$ cat src/rtl/spi_ram_pkg.sv
// Shared command encoding for the SPI-fed burst RAM.
// The top and the bench both decode command bits [DATA_W+1:DATA_W] of din with these codes.
package spi_ram_pkg;

    localparam int CMD_W = 2;

    typedef enum logic [CMD_W-1:0] {
        CMD_WR_ADDR = 2'b00,
        CMD_WR_DATA = 2'b01,
        CMD_RD_ADDR = 2'b10,
        CMD_RD_DATA = 2'b11
    } cmd_e;

endpackage

$ cat src/rtl/spi_ram_mem.sv
// Single-port-write / single-port-read word storage, synchronous on both sides, no reset.
// Address range checking is the caller's job.
module spi_ram_mem #(
    parameter int DATA_W    = 8,
    parameter int ADDR_W    = 8,
    parameter int MEM_DEPTH = 2**ADDR_W
) (
    input  logic              clk,
    input  logic              we,
    input  logic [ADDR_W-1:0] waddr,
    input  logic [DATA_W-1:0] wdata,
    input  logic              re,
    input  logic [ADDR_W-1:0] raddr,
    output logic [DATA_W-1:0] rdata
);

    logic [DATA_W-1:0] mem [MEM_DEPTH];

    always_ff @(posedge clk) begin
        if (we) mem[waddr] <= wdata;
        if (re) rdata <= mem[raddr];
    end

endmodule

$ cat src/rtl/spi_ram_burst.sv
// Command-driven RAM with auto-incrementing write/read pointers and a one-word
// tx holding stage with valid/ready back-pressure.
module spi_ram_burst
    import spi_ram_pkg::*;
#(
    parameter int DATA_W    = 8,
    parameter int ADDR_W    = 8,
    parameter int MEM_DEPTH = 2**ADDR_W,
    parameter int AUTO_INC  = 1
) (
    input  logic              clk,
    input  logic              rst_n,
    input  logic [DATA_W+1:0] din,
    input  logic              rx_valid,
    output logic [DATA_W-1:0] dout,
    output logic              tx_valid,
    input  logic              tx_ready,
    output logic              rd_err
);

    localparam logic [ADDR_W:0] DEPTH_X = (ADDR_W+1)'(MEM_DEPTH);
    localparam logic [ADDR_W:0] LAST_X  = (ADDR_W+1)'(MEM_DEPTH - 1);

    function automatic logic in_range(input logic [ADDR_W-1:0] a);
        return ({1'b0, a} < DEPTH_X);
    endfunction

    // Wraps at MEM_DEPTH-1; anything already out of range also lands on 0.
    function automatic logic [ADDR_W-1:0] next_addr(input logic [ADDR_W-1:0] a);
        if ({1'b0, a} >= LAST_X) return '0;
        return a + 1'b1;
    endfunction

    cmd_e              cmd;
    logic [DATA_W-1:0] payload;
    logic [ADDR_W-1:0] addr_pl;
    logic [ADDR_W-1:0] wr_addr;
    logic [ADDR_W-1:0] rd_addr;
    logic              is_wr;
    logic              is_rd;
    logic              rd_accept;
    logic              rd_drop;
    logic              dout_zero;
    logic [DATA_W-1:0] mem_rdata;

    assign cmd       = cmd_e'(din[DATA_W+1:DATA_W]);
    assign payload   = din[DATA_W-1:0];
    assign addr_pl   = payload[ADDR_W-1:0];
    assign is_wr     = rx_valid && (cmd == CMD_WR_DATA);
    assign is_rd     = rx_valid && (cmd == CMD_RD_DATA);
    assign rd_accept = is_rd && (!tx_valid || tx_ready);
    assign rd_drop   = is_rd && tx_valid && !tx_ready;

    spi_ram_mem #(
        .DATA_W    (DATA_W),
        .ADDR_W    (ADDR_W),
        .MEM_DEPTH (MEM_DEPTH)
    ) u_mem (
        .clk   (clk),
        .we    (is_wr && in_range(wr_addr)),
        .waddr (wr_addr),
        .wdata (payload),
        .re    (rd_accept && in_range(rd_addr)),
        .raddr (rd_addr),
        .rdata (mem_rdata)
    );

    // The memory read register only moves on accepted in-range reads, so it is the
    // tx holding register; dout_zero masks it after reset and for out-of-range reads.
    assign dout = dout_zero ? '0 : mem_rdata;

    always_ff @(posedge clk or negedge rst_n) begin
        if (!rst_n) begin
            wr_addr   <= '0;
            rd_addr   <= '0;
            tx_valid  <= 1'b0;
            rd_err    <= 1'b0;
            dout_zero <= 1'b1;
        end else begin
            rd_err <= rd_drop;

            if (rd_accept) begin
                tx_valid  <= 1'b1;
                dout_zero <= !in_range(rd_addr);
            end else if (tx_valid && tx_ready) begin
                tx_valid <= 1'b0;
            end

            if (rx_valid) begin
                case (cmd)
                    CMD_WR_ADDR: wr_addr <= addr_pl;
                    CMD_WR_DATA: if (AUTO_INC != 0) wr_addr <= next_addr(wr_addr);
                    CMD_RD_ADDR: rd_addr <= addr_pl;
                    CMD_RD_DATA: if (rd_accept && AUTO_INC != 0) rd_addr <= next_addr(rd_addr);
                    default: ;
                endcase
            end
        end
    end

endmodule

$ cat config.mk
export PLATFORM = sky130hd
export DESIGN_NAME = spi_ram_burst
export DESIGN_NICKNAME = d
export VERILOG_FILES = /design/src/rtl/spi_ram_pkg.sv /design/src/rtl/spi_ram_mem.sv /design/src/rtl/spi_ram_burst.sv
export SDC_FILE = /design/constraint.sdc
export NUM_CORES = 2
export LEC_CHECK = 0
export ABC_AREA = 1
export BUFFER_PORTS_ARGS = -buffer_cell sky130_fd_sc_hd__buf_2
export CAP_MARGIN = 0
export CORE_MARGIN = 2
export CORE_UTILIZATION = 45
export CTS_BUF_LIST = sky130_fd_sc_hd__clkbuf_16
export CTS_CLUSTER_DIAMETER = 50
export CTS_CLUSTER_SIZE = 40
export DETAILED_ROUTE_END_ITERATION = 8
export GPL_TIMING_DRIVEN = 1
export PLACE_DENSITY = 0.61
export SLEW_MARGIN = 10
export SYNTH_ARGS = -nofsm -noshare
export SYNTH_HDL_FRONTEND = slang
export SYNTH_HIERARCHICAL = 1
export SYNTH_SLANG_ARGS = --single-unit
$ cat constraint.sdc
create_clock -name clk -period 2.45 [get_ports clk]
set_input_delay 0.49 -clock clk [delete_from_list [all_inputs] [get_ports clk]]
set_output_delay 0.49 -clock clk [all_outputs]
set_load 0.02 [all_outputs]
==> flow_metrics.env <==
export IMPL_ant_nets=0
export IMPL_rows=159
export IMPL_wl_per_cell_um=24.4
export IMPL_wl_um=249000
export IMPL_slowest_stage="dfrtp_4"
export IMPL_syn_nets=7209
export IMPL_maxCapViolCount=0
export IMPL_grt_use_total_pct=25.6
export IMPL_crit_required_ns=3.03
export IMPL_clk_latency_ns=0.85
export IMPL_antenna_found_initial=3
export IMPL_status="finished with violations"
export IMPL_layout_common_cells="2129 x nand2_1, 2056 x edfxtp_1, 1742 x nand3_1, 469 x buf_4, 320 x nor2_1"
export IMPL_drive_above_1_share_pct=17.5
export IMPL_drc=0
export IMPL_synth_avg_cell_area_um2=11.8
export IMPL_setup_viol=7
export IMPL_cts_root_buf="clkbuf_16"
export IMPL_synth_seq_cells=2075
export IMPL_ys_seq_area_share_pct=73.4
export IMPL_hold_ws_ns=0.0602
export IMPL_worstPathArrival_ns=3.09
export IMPL_synth_top_area_share_pct=72.9
export IMPL_grt_ovfl_total=0
export IMPL_cp_max_fo=14
export IMPL_syn_to_final_growth_pct=20.3
export IMPL_drt_iter0_markers=7685
export IMPL_drt_pass1_iter_count=6
export IMPL_cts_sinks=2075
export IMPL_fmax_ghz=0.398
export IMPL_yosys_area_top_type="edfxtp_1"
export IMPL_grt_max_degree=92
export IMPL_yosys_most_used_dff="edfxtp_1"
export IMPL_final_fill_count=15396
export IMPL_hpwl_um=146000
export IMPL_tritoncts="yes"
export IMPL_setup_slack_ns=-0.0650
export IMPL_yosys_warnings=6
export IMPL_p_total_mw=85.1
export IMPL_ir_drop_mv=0.701
export IMPL_cts_path_max_buffers=3
export IMPL_die_area_um2=192000
export IMPL_synth_cells=7193
export IMPL_path_clk_slew_ns=0.08
export IMPL_fin_crit_sh_pct=103
export IMPL_layout_commonest_cell="nand2_1"
export IMPL_grt_pass1_vias=55593
export IMPL_via_per_inst=5.71
export IMPL_violations="setup timing"
export IMPL_grt_pass1_wl_um=367000
export IMPL_io_pin_count=24
export IMPL_power_density_nw_per_um2=835
export IMPL_hold_viol=0
export IMPL_die_x_um=438
export IMPL_cts_made_buffers=164
export IMPL_slew_violations=0
export IMPL_place_gp_congestion=0.888
export IMPL_finish_utilization_pct=54.4
export IMPL_path_cells="buf_12 -> inv_16 -> buf_16 -> bufbuf_16 -> nand2_1 -> nand3_1 -> nand3_1 -> nand3_2 -> nand3_2 -> nand3_4 -> nand3_4 -> nand2_1 -> nand2_2 -> nand2_1"
export IMPL_ys_types=32
export IMPL_post_place_ws_ns=-0.392
export IMPL_coreArea_um2=187000
export IMPL_syn_area_um2=84700
export IMPL_fin_skew_ns=0.0405
export IMPL_worstMarginPinSlew_ns=1.04
export IMPL_synthArstFlopShare_pct=0.916
export IMPL_synth_edff_count=2056
export IMPL_place_inst=9855
export IMPL_cpMostUsedCell="nand2_1"
export IMPL_start_util_pct=45.2
export IMPL_rsz0062_at_grt="true"
export IMPL_fp_dieH_um=438
export IMPL_slew_headroom_pct=30.7
export IMPL_worstSetupStartpointType="flip-flop"
export IMPL_fin_nets=7618
export IMPL_final_cells=10237
export IMPL_min_period_ns=2.52
export IMPL_end_kind="flip-flop"
export IMPL_htreeDepth=4
export IMPL_vias=58477
export IMPL_max_stage_delay_ns=0.44
export IMPL_p_leak_nw=36.7
export IMPL_min_path_type="in -> reg"
export IMPL_portBuffers=23
export IMPL_crit_type="reg -> reg"
export IMPL_synth_area_leaders="edfxtp_1 73%, nand3_1 12%, nand2_1 9.6%"
## cells in the mapped netlist, types with 2 or more instances
library cell	n
clkbuf_1	113
nand3_1	2026
ha_1	2
edfxtp_1	2056
nand2_2	2
buf_2	268
inv_1	59
nand2_1	2167
buf_6	17
nor2_2	3
inv_2	6
a21oi_1	23
buf_1	40
dfrtp_1	18
o21ai_1	3
buf_4	47
nor2_1	323
o21ai_0	6
## worst max-delay path: cells and delay by family (launching register included)
kind	cells	cell delay, ns
buf+inv	4	0.75
flops	1	0.44
simple gates	10	1.03
## routing by layer
layer / track usage [%] / wire length [um]
met5: 0 / 0
met4: 8.57 / 8400
met3: 3.68 / 21300
met2: 40.8 / 118000
met1: 36.3 / 102000
## final cells by class
class                      count  area (um2)  area share, %
multi-input combinational   4566       21700           21.3
timing repair buffer         725        8710           8.54
antenna                        1        2.50        0.00245
timing repair inverter         4        63.8         0.0626
sequential                  2075       62200           61.0
tap                         2495        3120           3.06
clock buffer                 166        4150           4.07
clock inverter               139        1680           1.64
inverter                      66         304          0.298
## kinds of logic (layout without fill, tap and decap cells)
group | Yosys count | after routing | synth area share [%]
compound gates | 38 | 38 | 0.252
buf+inv | 552 | 1100 | 3.22
flops | 2075 | 2075 | 73.4
simple gates | 4526 | 4526 | 23.1
other cells | 0 | 1 | 0
fa+ha+maj | 2 | 2 | 0.0295
## flip-flops by register name, indices dropped and copies added, names as in the netlist
signal / count
dout_zero: 1
rd_addr: 8
rd_err: 1
tx_valid: 1
u_mem/mem: 2048
u_mem/rdata: 8
wr_addr: 8
## what timing repair did
action,4_1_cts,5_1_grt
endpoints found under the hold margin,21,0
hold buffers,2,0
pin swaps,70,54
gates resized for setup,358,128
setup endpoints to repair,10,8
cloned,41,2
buffers inserted,36,0
## worst paths after layout
kind	from	to	slack, ns	depth (start not counted)
min	din[6]	u_mem/mem[230][6]	0.06	1
max	rd_addr[0]	u_mem/rdata[0]	-0.07	14
max in group asynchronous	rst_n	rd_addr[0]	1.80	2
max reg2reg	rd_addr[0]	u_mem/rdata[0]	-0.07	14
min reg2reg	dout_zero	dout_zero	0.52	2
min in group asynchronous	rst_n	tx_valid	0.20	2
## through the flow
step	instance area, um2	setup TNS (ns)
finish	102000	-0.276
global route	102000	-0.733
CTS	101000	-0.0431
detailed placement	92100	-2.37
global placement	92100	-2.43
floorplan	84700	0
## report_power, final
group	switching (mW)	internal, mW	leakage, nW	total, mW
logic	11.2	6.11	15.2	17.3
clock network	13.8	14.8	2.85	28.6
registers	0.116	39.1	18.7	39.2
total	25.1	60.0	36.7	85.1
Note: power is estimated with default switching activity, not from simulation.
